## config.mk

```make
export PLATFORM = sky130hd
export DESIGN_NAME = sprite_motion
export DESIGN_NICKNAME = d
export VERILOG_FILES = /design/src/rtl/sprite_pkg.sv /design/src/rtl/sprite_frame_tick.sv /design/src/rtl/sprite_motion.sv
export SDC_FILE = /design/constraint.sdc
export NUM_CORES = 1
export LEC_CHECK = 0
export CAP_MARGIN = 20
export CELL_PAD_IN_SITES_DETAIL_PLACEMENT = 0
export CELL_PAD_IN_SITES_GLOBAL_PLACEMENT = 2
export CORE_ASPECT_RATIO = 1.4
export CORE_MARGIN = 1.5
export CORE_UTILIZATION = 35
export DETAILED_ROUTE_END_ITERATION = 10
export PLACE_DENSITY_LB_ADDON = 0.25
export RECOVER_POWER = 25
export SLEW_MARGIN = 20
export SYNTH_ARGS = -nofsm -noshare
export SYNTH_HDL_FRONTEND = slang
export SYNTH_SLANG_ARGS = --single-unit
export TNS_END_PERCENT = 100
```

## constraint.sdc

```tcl
create_clock -name CLK -period 3.9 [get_ports CLK]
set_input_delay 1.17 -clock CLK [delete_from_list [all_inputs] [get_ports CLK]]
set_output_delay 1.17 -clock CLK [all_outputs]
set_load 0.01 [all_outputs]
```

## src/rtl/sprite_pkg.sv

```systemverilog
// Shared constants, types and the per-axis bounce rule for the sprite motion block.
package sprite_pkg;

  localparam int SCREEN_WID = 640;
  localparam int SCREEN_HGT = 480;
  localparam int SPR_WID    = 40;
  localparam int SPR_HGT    = 40;
  localparam int MAX_X      = SCREEN_WID - SPR_WID;
  localparam int MAX_Y      = SCREEN_HGT - SPR_HGT;

  // Position arithmetic is done one bit wider than the screen so x+step never wraps.
  localparam int COORD_W = 11;
  typedef logic [COORD_W-1:0] coord_t;

  typedef enum logic [1:0] {
    IDLE   = 2'd0,
    CALC   = 2'd1,
    COMMIT = 2'd2
  } motion_state_e;

  typedef enum logic {
    DIR_POS = 1'b0,
    DIR_NEG = 1'b1
  } dir_e;

  typedef struct packed {
    coord_t pos;
    dir_e   dir;
    logic   flip;
  } axis_step_t;

  // One axis step: advance by step, clamp at either wall and reverse direction there.
  function automatic axis_step_t step_axis(input coord_t pos, input dir_e dir,
                                           input coord_t step, input coord_t max_pos);
    axis_step_t r;
    coord_t     sum;
    sum    = pos + step;
    r.pos  = pos;
    r.dir  = dir;
    r.flip = 1'b0;
    if (dir == DIR_POS) begin
      if (sum >= max_pos) begin
        r.pos  = max_pos;
        r.dir  = DIR_NEG;
        r.flip = 1'b1;
      end else begin
        r.pos = sum;
      end
    end else begin
      if (pos <= step) begin
        r.pos  = '0;
        r.dir  = DIR_POS;
        r.flip = 1'b1;
      end else begin
        r.pos = pos - step;
      end
    end
    return r;
  endfunction

endpackage

```

## src/rtl/sprite_frame_tick.sv

```systemverilog
// One-cycle frame tick on the first clock the raster sits on the last visible pixel.
// The raster may dwell on a pixel for several clocks; the edge detect keeps it to one tick.
module sprite_frame_tick
  import sprite_pkg::*;
#(
  parameter int X_W   = 10,
  parameter int Y_W   = 9,
  parameter int END_X = SCREEN_WID - 1,
  parameter int END_Y = SCREEN_HGT - 1
) (
  input  logic           clk,
  input  logic           rst_n,
  input  logic [X_W-1:0] raster_x,
  input  logic [Y_W-1:0] raster_y,
  output logic           tick
);

  logic end_cond;
  logic end_q;

  assign end_cond = (raster_x == X_W'(END_X)) && (raster_y == Y_W'(END_Y));

  // Remember last cycle's end condition so only its rising edge produces a tick.
  always_ff @(posedge clk or negedge rst_n) begin
    if (!rst_n) end_q <= 1'b0;
    else        end_q <= end_cond;
  end

  assign tick = end_cond & ~end_q;

endmodule

```

## src/rtl/sprite_motion.sv

```systemverilog
// Bouncing-sprite position generator feeding the 40x40 sprite renderer.
// Position is recomputed once per (divided) frame during blanking: tick -> CALC -> COMMIT,
// so the renderer always sees a stable origin for the whole visible frame.
module sprite_motion
  import sprite_pkg::*;
#(
  parameter int STEP_X    = 2,
  parameter int STEP_Y    = 1,
  parameter int FRAME_DIV = 1,
  parameter int INIT_X    = 300,
  parameter int INIT_Y    = 220
) (
  input  logic       CLK,
  input  logic       RESET,
  input  logic [9:0] RASTER_X,
  input  logic [8:0] RASTER_Y,
  input  logic       ENABLE,
  input  logic       PAUSE,
  output logic [9:0] SPRITE_ORIGIN_OFFSET_X,
  output logic [8:0] SPRITE_ORIGIN_OFFSET_Y,
  output logic       VISIBLE,
  output logic       BOUNCE
);

  motion_state_e state, state_next;
  logic          tick;
  logic          latch_vis, do_calc, do_commit;
  logic          move_now;
  logic [7:0]    div_cnt;

  coord_t        x_q, y_q, nx_q, ny_q;
  dir_e          dir_x_q, dir_y_q, ndir_x_q, ndir_y_q;
  logic          nflip_q;
  logic          visible_q, bounce_q;
  axis_step_t    step_x, step_y;
  logic          unused_hi;

  sprite_frame_tick #(
    .X_W (10),
    .Y_W (9)
  ) u_frame_tick (
    .clk      (CLK),
    .rst_n    (RESET),
    .raster_x (RASTER_X),
    .raster_y (RASTER_Y),
    .tick     (tick)
  );

  assign move_now = (div_cnt == 8'(FRAME_DIV - 1));
  assign step_x   = step_axis(x_q, dir_x_q, coord_t'(STEP_X), coord_t'(MAX_X));
  assign step_y   = step_axis(y_q, dir_y_q, coord_t'(STEP_Y), coord_t'(MAX_Y));

  // Motion FSM state register.
  // NOTE: clocked state uses non-blocking (<=) so every register samples pre-edge values.
  always_ff @(posedge CLK or negedge RESET) begin
    if (!RESET) state <= IDLE;
    else        state <= state_next;
  end

  // Next-state and per-state strobes; a tick outside IDLE is simply ignored.
  // NOTE: every output of this block gets a default first, otherwise a latch is inferred.
  always_comb begin
    state_next = state;
    latch_vis  = 1'b0;
    do_calc    = 1'b0;
    do_commit  = 1'b0;
    unique case (state)
      IDLE: begin
        if (tick) begin
          latch_vis = 1'b1;
          if (!PAUSE) state_next = CALC;
        end
      end
      CALC: begin
        do_calc    = 1'b1;
        state_next = COMMIT;
      end
      COMMIT: begin
        do_commit  = 1'b1;
        state_next = IDLE;
      end
      default: state_next = IDLE;
    endcase
  end

  // CALC stage: advance the frame divider and fill the next-position holding registers.
  // NOTE: the holding registers are reset as well, so an aborted update leaves nothing stale.
  always_ff @(posedge CLK or negedge RESET) begin
    if (!RESET) begin
      div_cnt  <= '0;
      nx_q     <= coord_t'(INIT_X);
      ny_q     <= coord_t'(INIT_Y);
      ndir_x_q <= DIR_POS;
      ndir_y_q <= DIR_POS;
      nflip_q  <= 1'b0;
    end else if (do_calc) begin
      if (move_now) begin
        div_cnt  <= '0;
        nx_q     <= step_x.pos;
        ny_q     <= step_y.pos;
        ndir_x_q <= step_x.dir;
        ndir_y_q <= step_y.dir;
        nflip_q  <= step_x.flip | step_y.flip;
      end else begin
        div_cnt  <= div_cnt + 8'd1;
        nx_q     <= x_q;
        ny_q     <= y_q;
        ndir_x_q <= dir_x_q;
        ndir_y_q <= dir_y_q;
        nflip_q  <= 1'b0;
      end
    end
  end

  // COMMIT stage and visibility: publish the new origin, pulse BOUNCE, latch ENABLE at tick.
  always_ff @(posedge CLK or negedge RESET) begin
    if (!RESET) begin
      x_q       <= coord_t'(INIT_X);
      y_q       <= coord_t'(INIT_Y);
      dir_x_q   <= DIR_POS;
      dir_y_q   <= DIR_POS;
      visible_q <= 1'b0;
      bounce_q  <= 1'b0;
    end else begin
      bounce_q <= do_commit & nflip_q;
      if (latch_vis) visible_q <= ENABLE;
      if (do_commit) begin
        x_q     <= nx_q;
        y_q     <= ny_q;
        dir_x_q <= ndir_x_q;
        dir_y_q <= ndir_y_q;
      end
    end
  end

  // Positions are clamped to MAX_X/MAX_Y, so the spare high bits are always zero.
  assign unused_hi = ^{x_q[10], y_q[10:9]};

  assign SPRITE_ORIGIN_OFFSET_X = x_q[9:0];
  assign SPRITE_ORIGIN_OFFSET_Y = y_q[8:0];
  assign VISIBLE                = visible_q;
  assign BOUNCE                 = bounce_q;

endmodule

```

Word level (Yosys, flattened, before mapping)
Cells that the tools add are included.
{"block": "word_totals", "reg_bits": 62, "latchBits": 0, "ram_bits": 0, "rom_bits": 0, "output_inout_bits": 21, "memories": 0}
{"block": "op_classes", "add_sub_neg": 5, "mul": 0, "n_div": 0, "magnitude_cmp": 4, "n_eq_ne": 6, "shift": 0, "muxes": 23, "bitwise": 4, "n_reduce_logical": 4}
{"op": "$mux 11", "n": 6}
{"op": "$mux 13", "n": 2}
{"op": "$mux 2", "n": 6}
{"op": "$add 11x1->11 const B", "n": 1}
{"op": "$add 11x2->11 const B", "n": 1}
{"op": "$ge 11x10->1 const B", "n": 1}
{"op": "$ge 11x9->1 const B", "n": 1}
{"op": "$le 11x1->1 const B", "n": 1}
{"op": "$le 11x2->1 const B", "n": 1}
{"op": "$sub 11x1->11 const B", "n": 1}
{"op": "$sub 11x2->11 const B", "n": 1}
{"op": "$eq 10x10->1 const B", "n": 1}
{"op": "$eq 9x9->1 const B", "n": 1}
{"op": "$add 8x1->8 const B", "n": 1}
{"op": "$logic_not 8->1", "n": 1}
{"op": "$mux 8", "n": 1}
{"op": "$mux 1", "n": 7}
{"op": "$ne 2x2->1 const B", "n": 2}
{"op": "$pmux 2 s2", "n": 1}
{"op": "$and 1x1->1", "n": 2}
{"op": "$eq 2x1->1 const B", "n": 1}
{"op": "$eq 2x2->1 const B", "n": 1}
{"op": "$logic_not 2->1", "n": 1}
{"op": "$reduce_and 2->1", "n": 1}
{"op": "other kinds (3)", "n": 3}

Longest topological paths before layout
{"block": "logic_depth", "ltp_word": 6, "ltp_mapped": 10}

Cells and area by module
A second synthesis with hierarchy kept.
{"block": "unflattened", "hier_cells": 475, "hier_area_um2": 4146.5}
{"module": "sprite_motion", "instances": 1, "cells_per_inst": 466, "area_per_inst_um2": 4057.6, "seq_area_each_um2": 1549.0}
{"module": "sprite_frame_tick", "instances": 1, "cells_per_inst": 9, "area_per_inst_um2": 88.8, "seq_area_each_um2": 25.0}

Worst setup path after synthesis
No wires, ideal clock.
{"block": "synth_path", "path_type": "input port to flip-flop", "from": "input RASTER_X[8]", "to": "register visible_q (netlist: VISIBLE)", "t_arrival_ns": 2.398, "required_time_ns": 3.775, "path_slack_ns": 1.377, "cell_stages": 5, "path_buffers": 0, "cell_sequence": "nand4b_1 -> nor4_1 -> nand4_1 -> or4_1 -> mux2_2"}
{"block": "synth_via", "elab_chain_cells": 5}
{"item": "from (decl)", "line": "sprite_motion.sv:15", "rtl": "input logic [9:0] RASTER_X,"}
{"item": "$eq 10x10->1", "line": "sprite_frame_tick.sv:21", "rtl": "assign end_cond = (raster_x == X_W'(END_X)) && (raster_y == Y_W'(END_Y));"}
{"item": "$logic_and 1x1->1", "line": "sprite_frame_tick.sv:21"}
{"item": "$and 1x1->1", "line": "sprite_frame_tick.sv:29", "rtl": "assign tick = end_cond & ~end_q;"}
{"item": "$mux 1", "line": "sprite_motion.sv:69", "rtl": "if (tick) begin"}
{"item": "$mux 1", "line": "sprite_motion.sv:67", "rtl": "unique case (state)"}
{"item": "to (signal assigned)", "line": "sprite_motion.sv:122", "rtl": "visible_q <= 1'b0;"}
{"item": "to (signal assigned)", "line": "sprite_motion.sv:126", "rtl": "if (latch_vis) visible_q <= ENABLE;"}
{"item": "to (decl)", "line": "sprite_motion.sv:34", "rtl": "logic visible_q, bounce_q;"}
No other way between the ends.
A chain may end at the register's enable or synchronous reset.

Worst setup path after layout
{"block": "layout_path", "from": "register x_q[4]", "to": "output SPRITE_ORIGIN_OFFSET_X[4]"}
{"item": "from (decl)", "line": "sprite_motion.sv:31", "rtl": "coord_t x_q, y_q, nx_q, ny_q;"}
{"item": "from (signal assigned)", "line": "sprite_motion.sv:118", "rtl": "x_q <= coord_t'(INIT_X);"}
{"item": "from (signal assigned)", "line": "sprite_motion.sv:128", "rtl": "x_q <= nx_q;"}
{"item": "to (decl)", "line": "sprite_motion.sv:19", "rtl": "output logic [9:0] SPRITE_ORIGIN_OFFSET_X,"}
No word-level cell between the ends.

==> results_dict.tcl <==
set metrics [dict create \
    status "complete, but fails checks" \
    violations "capacitance limit, slew limit" \
    multi_input_area_sq_um 2150 \
    overflow 0 \
    slew_headroom -0.196 \
    row_count 46 \
    die_w_um 94.5 \
    syn-num-nets 493 \
    die_h_um 131 \
    synth-edff-count 0 \
    syn_area_sq_um 4100 \
    syn_inst 462 \
    antenna_found_initial 0 \
    cts_buffer_depth 2 \
    cp_cell_sequence "clkdlybuf4s50_1" \
    cts_resized 0 \
    crit_path_end_kind "primary output" \
    drv_cap 3 \
    num_vias 3409 \
    cts.sinks 62 \
    area_delta_synth_final_pct 16.4 \
    grtUsageTotal 0.185 \
    r2r_start "x_q[2]$_DFFE_PN1N_" \
    num_antenna_cells 0 \
    clk_latency_ns 0.32 \
    dp_hpwl_um 7540 \
    reg2reg_depth 7 \
    nFillCells 1141 \
    clk_pin_slew_ns 0.05 \
    max_stage_delay_ns 0.67 \
    ys_seq_area_frac 0.384 \
    leakage_nw 1.92 \
    path_max_fanout 15 \
    setup_viol 0 \
    reg2reg_slack_ns 1.16 \
    min_period_over_period 0.719 \
    die-area_sq_um 12400 \
    finClkSkew_ns 0.00595 \
    post_cts_buffers 0 \
    critPathKind "register to primary output" \
    hold_buffers 0 \
    use_met3 0.0284 \
    met1_usage 0.234 \
    critPathArrivalTime_ns 1.63 \
    initial_utilization 0.360 \
    crit_cells 1 \
    whs_ns 0.463 \
    core_sq_um 11400 \
    grt_busiest_layer "met2" \
    cp_top_family "flip-flops" \
    crit_buf_inv 1 \
    grt_setup_unrepaired "no" \
    tritoncts "built" \
    powerDensity_nw_per_um2 333 \
    min_path_type "register to register" \
    h-tree-depth 3 \
    grt_pass1_vias 3532 \
    worstSetupStartpoint "x_q[4]$_DFFE_PN0N_" \
    vdd.ir_drop.worst_uv 233 \
    hold_depth 2 \
    synthArstFlopShare 1.00 \
    regArea_sq_um 1570 \
    ctsRootBufferMaster "clkbuf_16" \
    placed_cell_area_sq_um 4460 \
    drt_iter0_drc 85 \
    final_area_sq_um 4780 \
    yosys_register_bits 62 \
    routed_via_density 5.52 \
    grt_pass1_wl_um 18200 \
    ys_warn_count 0 \
    whs_endpoint "nx_q[3]$_DFFE_PN1N_" \
    numCtsBuffers 9 \
    grt_max_degree 34 \
    avgSynthCellArea_sq_um 8.88 \
    drcViolationCount 0 \
    start_kind "register" \
    required_ns 2.73 \
    final_nets 500 \
    slew_viol_final 98 \
    critPathSlowestCell "dfrtp_1" \
    gp_congestion 0.793 \
    gr-usage-met2 0.319 \
    routedWlPerCell_um 17.4 \
    wl_um 10700 \
    hold_violations 0 \
    dominantRegCellSynth "dfrtp_1" \
    io-pin-count 44 \
    fmax_mhz 357 \
    min_from "nx_q[3]$_DFFE_PN1N_" \
    final_antenna_net_count 0 \
    io_buffers 43 \
    ys_types 69 \
    dr.pass1.iters 4 \
    tightest_slew_ns 1.79 \
    min_period_ns 2.80 \
    drive_gt1_frac 0.158 \
    fin_setup_tns_ns 0 \
    r2r-end "nx_q[4]$_DFFE_PN0N_" \
]
[logic make-up after synthesis]
group / count (synthesis) / synth area share
adder cells (fa/ha/maj): 8 / 0.0244
AO/OA/AOI/OAI: 128 / 0.205
XOR/XNOR: 14 / 0.0317
AND/OR/NAND/NOR: 157 / 0.203
multiplexers: 22 / 0.0591
flip-flops: 62 / 0.384
buffers and inverters: 71 / 0.0936
[area by class of cell]
class                   count  area share
well taps                 144      0.0377
multi-input cells         329       0.450
repair buffers             53       0.101
clock buffers              10      0.0479
inverters                  14      0.0110
flip-flops and latches     62       0.329
clock inverters             6      0.0230
[placed cells by master (no fill, tap or decap), types with 9 or more instances in the layout]
cell / count
dfrtp_1: 44
nand2_1: 44
clkdlybuf4s50_1: 42
o21ai_0: 36
nor2_1: 28
a21oi_1: 25
mux2_2: 18
dfstp_2: 18
nor3_1: 15
inv_1: 14
a31oi_1: 14
nand3_1: 11
xnor2_1: 11
nor4_1: 9
clkbuf_16: 9
[per-layer routing]
layer	wire length (um)	share of wire	up-vias
met1	4890	0.46	1684
li1	-	-	1675
met5	0	0	-
met3	190	0.018	11
met2	5500	0.51	39
met4	155	0.014	0
[registers in the layout, indices dropped and copies added, names as in the netlist]
signal	count
y_q	11
dir_y_q	1
nflip_q	1
VISIBLE	1
div_cnt	8
ndir_y_q	1
dir_x_q	1
ny_q	11
x_q	11
u_frame_tick.end_q	1
BOUNCE	1
nx_q	11
state	2
ndir_x_q	1
[synth_stat cells (3+ instances only)]
| cell | instances | area [sq um] |
|---|---|---|
| nand4_1 | 7 | 43.8 |
| mux2i_1 | 4 | 40.0 |
| inv_1 | 14 | 52.6 |
| nor4_1 | 9 | 56.3 |
| dfrtp_1 | 44 | 1100 |
| xnor2_1 | 11 | 96.3 |
| ha_1 | 8 | 100 |
| a21oi_1 | 25 | 125 |
| o21ai_1 | 6 | 30.0 |
| o2111ai_1 | 3 | 26.3 |
| buf_6 | 4 | 45.0 |
| a31oi_1 | 14 | 87.6 |
| or4_1 | 5 | 37.5 |
| o31ai_1 | 7 | 52.6 |
| nand4b_1 | 3 | 26.3 |
| or2_2 | 3 | 18.8 |
| and3_1 | 4 | 25.0 |
| nand3_1 | 11 | 55.1 |
| nand2b_1 | 4 | 25.0 |
| o21ai_0 | 36 | 180 |
| a2bb2oi_1 | 5 | 43.8 |
| nor3_1 | 15 | 75.1 |
| nand2_1 | 44 | 165 |
| buf_4 | 21 | 158 |
| mux2_2 | 18 | 203 |
| nor2b_1 | 3 | 18.8 |
| a21o_1 | 6 | 45.0 |
| clkbuf_1 | 23 | 86.3 |
| or3_1 | 3 | 18.8 |
| buf_2 | 7 | 35.0 |
| nor2_1 | 28 | 105 |
| dfstp_2 | 18 | 473 |
[power breakdown]
part           internal, mW  leakage, nW  switching [mW]  total [mW]
clock network         0.623        0.159           0.286       0.909
logic                0.0196        0.960          0.0157      0.0353
registers             0.645        0.801      0.00000811       0.645
total                  1.29         1.92           0.302        1.59
[per-stage QoR]
stage          power (mW)  setup WS, ns  utilization  instances
2_1_floorplan       0.657          1.38            -        462
3_3_place_gp        0.692         0.876        0.391        602
3_5_place_dp        0.693         0.864        0.391        602
4_1_cts              1.61          1.08        0.421        618
5_1_grt              1.64         0.922        0.419        618
6_report             1.59          1.10        0.419        618
[worst max path at each step]
stage                                endpoint
finish              SPRITE_ORIGIN_OFFSET_X[4]
global placement          VISIBLE$_DFFE_PN0P_
floorplan                 VISIBLE$_DFFE_PN0P_
CTS                 SPRITE_ORIGIN_OFFSET_X[4]
global route              nx_q[4]$_DFFE_PN0N_
detailed placement        VISIBLE$_DFFE_PN0P_
Note: power is estimated with default switching activity, not from simulation.
